===== config.mk =====
export PLATFORM = sky130hd
export DESIGN_NAME = arbiter_grant_hold
export DESIGN_NICKNAME = d
export VERILOG_FILES = /design/src/rtl/arbiter_grant_hold.sv
export SDC_FILE = /design/constraint.sdc
export NUM_CORES = 1
export LEC_CHECK = 0
export ABC_AREA = 1
export ABC_CLOCK_PERIOD_IN_PS = 2700
export CAP_MARGIN = 20
export CORE_ASPECT_RATIO = 0.9
export CORE_MARGIN = 2
export CORE_UTILIZATION = 52
export CTS_BUF_LIST = sky130_fd_sc_hd__clkbuf_4
export DETAILED_ROUTE_END_ITERATION = 7
export GPL_ROUTABILITY_DRIVEN = 0
export PLACE_DENSITY = 0.85
export SYNTH_ARGS = -nofsm -noshare
export SYNTH_HDL_FRONTEND = slang
export SYNTH_SLANG_ARGS = --single-unit
export TNS_END_PERCENT = 100

===== constraint.sdc =====
create_clock -name i_clk -period 2.7 [get_ports i_clk]
set_input_delay 0.675 -clock i_clk [delete_from_list [all_inputs] [get_ports i_clk]]
set_output_delay 0.675 -clock i_clk [all_outputs]
set_load 0.05 [all_outputs]

===== src/rtl/arbiter_grant_hold.sv =====
// arbiter_grant_hold
// Registered grant-hold stage that sits behind the round-robin arbiter.
// It captures the arbiter's one-hot grant and holds it until the consumer
// acks it. While a grant is outstanding, it masks requests to the arbiter.
// It counts acked grants to produce the periodic replenish pulse. A hold
// timeout force-releases any grant the consumer never acknowledges.
module arbiter_grant_hold #(
   parameter int CLIENTS       = 4,
   parameter int REPLENISH_CNT = 8,
   parameter int MAX_HOLD      = 16
) (
   input  logic                       i_clk,
   input  logic                       i_rst_n,
   input  logic [CLIENTS-1:0]         i_req,
   output logic [CLIENTS-1:0]         ow_arb_req,
   input  logic [CLIENTS-1:0]         i_arb_grant,
   output logic                       ow_replenish,
   output logic                       o_grant_valid,
   output logic [CLIENTS-1:0]         o_grant,
   output logic [$clog2(CLIENTS)-1:0] o_grant_id,
   input  logic                       i_grant_ack,
   output logic                       o_timeout
);

   localparam int ID_W   = $clog2(CLIENTS);
   // A disabled feature (parameter 0) still keeps a 1-bit counter so that no
   // vector ends up with zero width.
   localparam int HOLD_W = (MAX_HOLD > 0)      ? $clog2(MAX_HOLD + 1)      : 1;
   localparam int REPL_W = (REPLENISH_CNT > 0) ? $clog2(REPLENISH_CNT + 1) : 1;

   localparam logic [HOLD_W-1:0] HOLD_LAST = HOLD_W'((MAX_HOLD > 0) ? MAX_HOLD - 1 : 0);
   localparam logic [REPL_W-1:0] REPL_LAST = REPL_W'((REPLENISH_CNT > 0) ? REPLENISH_CNT - 1 : 0);
   localparam logic [HOLD_W-1:0] HOLD_ONE  = HOLD_W'(1);
   localparam logic [REPL_W-1:0] REPL_ONE  = REPL_W'(1);

   typedef enum logic {
      ST_IDLE  = 1'b0,
      ST_GRANT = 1'b1
   } state_t;

   state_t              r_state;
   state_t              w_state_next;
   logic [CLIENTS-1:0]  r_grant;
   logic [CLIENTS-1:0]  w_grant_next;
   logic [ID_W-1:0]     r_grant_id;
   logic [ID_W-1:0]     w_grant_id_next;
   logic [HOLD_W-1:0]   r_hold;
   logic [HOLD_W-1:0]   w_hold_next;
   logic [REPL_W-1:0]   r_repl;
   logic [REPL_W-1:0]   w_repl_next;
   logic                r_replenish;
   logic                w_replenish_next;
   logic                r_timeout;
   logic                w_timeout_next;
   logic [CLIENTS-1:0]  w_lowest;
   logic [ID_W-1:0]     w_lowest_id;

   // Isolate the lowest set bit of the arbiter grant. This keeps the
   // captured grant one-hot even when the arbiter's grant has more than
   // one bit set.
   assign w_lowest = i_arb_grant & (~i_arb_grant + CLIENTS'(1));

   // Encode the index of the lowest set grant bit. The scan runs from the
   // top down, so the lowest set bit is written last and wins.
   always_comb begin
      w_lowest_id = '0;
      for (int i = CLIENTS - 1; i >= 0; i--) begin
         if (i_arb_grant[i]) begin
            w_lowest_id = ID_W'(i);
         end
      end
   end

   // Requests are only exposed to the arbiter while nothing is outstanding.
   assign ow_arb_req    = (r_state == ST_IDLE) ? i_req : '0;
   assign o_grant_valid = (r_state == ST_GRANT);
   assign o_grant       = r_grant;
   assign o_grant_id    = r_grant_id;
   assign ow_replenish  = r_replenish;
   assign o_timeout     = r_timeout;

   // Register the FSM state, the held grant, both counters and the pulses.
   always_ff @(posedge i_clk or negedge i_rst_n) begin
      if (!i_rst_n) begin
         r_state     <= ST_IDLE;
         r_grant     <= '0;
         r_grant_id  <= '0;
         r_hold      <= '0;
         r_repl      <= '0;
         r_replenish <= 1'b0;
         r_timeout   <= 1'b0;
      end else begin
         r_state     <= w_state_next;
         r_grant     <= w_grant_next;
         r_grant_id  <= w_grant_id_next;
         r_hold      <= w_hold_next;
         r_repl      <= w_repl_next;
         r_replenish <= w_replenish_next;
         r_timeout   <= w_timeout_next;
      end
   end

   // Next-state logic for the FSM: capture a grant, then release it on ack
   // or on timeout. Ack is checked first, so it wins a tie with the timeout.
   always_comb begin
      w_state_next     = r_state;
      w_grant_next     = r_grant;
      w_grant_id_next  = r_grant_id;
      w_hold_next      = r_hold;
      w_repl_next      = r_repl;
      w_replenish_next = 1'b0;
      w_timeout_next   = 1'b0;
      case (r_state)
         ST_IDLE: begin
            if (|i_arb_grant) begin
               w_state_next    = ST_GRANT;
               w_grant_next    = w_lowest;
               w_grant_id_next = w_lowest_id;
               w_hold_next     = '0;
            end
         end
         ST_GRANT: begin
            if (i_grant_ack) begin
               w_state_next    = ST_IDLE;
               w_grant_next    = '0;
               w_grant_id_next = '0;
               w_hold_next     = '0;
               if (REPLENISH_CNT > 0) begin
                  if (r_repl == REPL_LAST) begin
                     w_repl_next      = '0;
                     w_replenish_next = 1'b1;
                  end else begin
                     w_repl_next = r_repl + REPL_ONE;
                  end
               end
            end else if ((MAX_HOLD > 0) && (r_hold == HOLD_LAST)) begin
               w_state_next    = ST_IDLE;
               w_grant_next    = '0;
               w_grant_id_next = '0;
               w_hold_next     = '0;
               w_timeout_next  = 1'b1;
            end else begin
               w_hold_next = r_hold + HOLD_ONE;
            end
         end
         default: begin
            w_state_next = ST_IDLE;
         end
      endcase
   end

endmodule


==> flow_summary_export.csv <==
group,metric,value,unit
logic_synthesis,syn_avg_cell_area,8.32,um2
cells_and_area,fillers,125,
sta,fin_crit,2.45,ns
cells_and_area,final_common_cell,"nand2_1",
pwr,p_total,1.08,mW
sta,fin_crit_sh,90.8,%
place,place_ws,0.485,ns
sta,setup_viol,0,
floorplanning,dieArea,2040,um2
pwr,vdd_drop_max,0.596,mV
logic_synthesis,ys_seq_area_share,51.1,%
sta,layout_setup_ws,0.249,ns
cells_and_area,nets,146,
clocking,clkLatencyLatePin,0.30,ns
place,hpwl,1410,um
setup_path,cp_data_required_time,2.03,ns
floorplanning,core-area,1630,um2
setup_path,critPathCaptureType,"output port",
cells_and_area,drive_gt1_share,11.4,%
logic_synthesis,netlist_area,882,um2
logic_synthesis,yosys_register_bits,18,
sta,fin_skew,0.00441,ns
flow_run,cap_violations,0,
sta,fmax,408,MHz
cells_and_area,final_cell_mix,"31 x nand2_1, 19 x clkdlybuf4s50_1, 18 x dfrtp_1",
grt,grt-ovfl-total,0,
logic_synthesis,synth.net_count,119,
drt,drt_iter0_drc,18,
logic_synthesis,synth_top_family_by_area,"simple AND/OR/NAND/NOR gates",
logic_synthesis,syn_inst,106,
floorplanning,start_util,54.1,%
pwr,power.net_switching,487,uW
floorplanning,rows,14,
grt,grt_pass1_wl,3160,um
setup_path,slowest_stage,"clkdlybuf4s50_1",
drt,viasPerCell,5.03,
clocking,clk_path_buf_depth,2,
logic_synthesis,synth_compound_area_share,3.55,%
floorplanning,fp.dieW,47.4,um
drt,wire_per_inst,11.7,um
sta,finalSetupTns,0,ns
sta,worstMarginPinSlew,0.802,ns
pwr,seqPwrFrac,37.6,%
drt,wl,1820,um
pwr,power.density,901,nW/um2
cells_and_area,syn_to_final_growth,35.7,%
setup_path,worstPathArrival,1.78,ns
pwr,switching_share,45.2,%
logic_synthesis,synthMuxAreaShare,0,%
grt,grt_pass1_vias,724,
clocking,ctsResizeCount,0,
grt,grt.total_usage,22.5,%
clocking,holdBufCountCts,0,
clocking,cts_tree,"done",
sta,slew_headroom,46.4,%
logic_synthesis,synth-adder-area-share,2.84,%
setup_path,path_max_fanout,9,
cells_and_area,final_core_util,73.5,%
logic_synthesis,yosysUniqueCellTypes,20,
setup_path,worst-setup-path-type,"register to output port",
drt,vias,785,
clocking,clkTransAtPathRegs,0.10,ns
logic_synthesis,synthSimpleGateAreaFrac,32.5,%
sta,finalHoldViolCount,0,
place,dpl.cell_count,152,
place,io_buffers,23,
sta,drv_slew,0,
cells_and_area,num_antenna_cells,0,
drt,drc,0,
pwr,leakage,0.603,nW
floorplanning,fp.dieH,43.1,um
grt,antenna_found_initial,0,
setup_path,path_buf_inv,1,
logic_synthesis,yosysWarningCount,0,
drt,dr.pass1.iters,4,
drt,ant_nets,0,
clocking,post_cts_buffers,0,
pwr,power_frac_comb,49.4,%
floorplanning,ios,24,
setup_path,cp_cell_sequence,"clkdlybuf4s50_1",
setup_path,path_delay_family,"buffers and inverters",
cells_and_area,final_cells,156,
sta,grt_setup_unrepaired,"no",
clocking,cts_sinks,18,
min_path,min_path_type,"register to register",
clocking,root_buffer,"clkbuf_4",
run_status,status,"complete, no violations",
setup_path,worst_path_largest_cell_delay,0.89,ns
setup_path,cp-start-kind,"register",
clocking,cts_buffers,3,
grt,grt_max_degree,19,
clocking,htree_levels,1,
pwr,intPower,592,uW
logic_synthesis,synthXorXnorAreaFrac,1.99,%
pwr,p_clk_share,13.0,%
area by class of cell:
type | count | area [um2] | area share (%)
timing repair buffer | 23 | 270 | 22.6
clock inverter | 1 | 3.75 | 0.313
tap | 24 | 30.0 | 2.51
sequential | 18 | 450 | 37.6
clock buffer | 3 | 22.5 | 1.88
inverter | 16 | 60.1 | 5.02
multi-input combinational | 71 | 360 | 30.1
worst paths after layout:
path | startpoint | end | slack (ns) | cells past startpoint
min | o_grant[1] | o_grant[1] | 0.49 | 2
max | o_grant_valid | o_grant_valid | 0.25 | 1
min reg2reg | o_grant[1] | o_grant[1] | 0.49 | 2
min in group asynchronous | i_rst_n | r_hold[2] | 0.82 | 1
max in group asynchronous | i_rst_n | o_grant_id[1] | 1.38 | 1
max reg2reg | r_hold[0] | o_grant_id[1] | 1.42 | 6
cell families after synthesis:
| group | count (synthesis) |
|---|---|
| adder cells (fa/ha/maj) | 2 |
| AND/OR/NAND/NOR | 61 |
| flip-flops | 18 |
| AO/OA/AOI/OAI | 6 |
| buffers and inverters | 17 |
| XOR/XNOR | 2 |
cells in the mapped netlist:
| cell type | count | area share, % |
|---|---|---|
| or2_1 | 1 | 0.71 |
| a21oi_1 | 2 | 1.1 |
| o22ai_1 | 1 | 0.71 |
| nand4_1 | 1 | 0.71 |
| inv_2 | 1 | 0.43 |
| xor2_1 | 1 | 0.99 |
| buf_6 | 1 | 1.3 |
| nor2_1 | 14 | 6.0 |
| nand2_4 | 1 | 1.3 |
| nor3_1 | 2 | 1.1 |
| nor2_4 | 2 | 2.6 |
| nand3_1 | 5 | 2.8 |
| nand2_2 | 3 | 2.1 |
| inv_1 | 15 | 6.4 |
| dfrtp_1 | 18 | 51 |
| nand2_1 | 31 | 13 |
| xnor2_1 | 1 | 0.99 |
| nand3_4 | 1 | 2.0 |
| o21ai_0 | 3 | 1.7 |
| ha_1 | 2 | 2.8 |
power by group through the flow:
stage | registers (mW) | clock network [mW] | logic, mW
2_1_floorplan | 0.488 | 0 | 0.262
3_3_place_gp | 0.407 | 0 | 0.516
3_5_place_dp | 0.412 | 0 | 0.536
4_1_cts | 0.406 | 0.146 | 0.538
5_1_grt | 0.415 | 0.154 | 0.571
6_report | 0.405 | 0.140 | 0.533
through the flow:
| stage | hold slack [ns] | area [um2] |
|---|---|---|
| 6_report | 0.488 | 1200 |
| 5_1_grt | 0.524 | 1200 |
| 4_1_cts | 0.495 | 1200 |
| 3_5_place_dp | 0.466 | 1170 |
| 3_3_place_gp | 0.456 | 1170 |
| 2_1_floorplan | 0.379 | 882 |
registers in the layout, summed over array words and instances, names as in the netlist:
register and cells:
r_hold 5, o_grant 4, r_repl 4, o_grant_id 2, o_grant_valid 1, o_timeout 1
ow_replenish 1
routing by layer:
metal,global-route usage (%),wire [um],vias up
li1,-,-,378
met1,28.3,757,378
met5,0,0,-
met2,34.9,932,24
met3,6.81,84,5
met4,10.0,44,0
No activity file was read; power rests on OpenSTA's default activity.
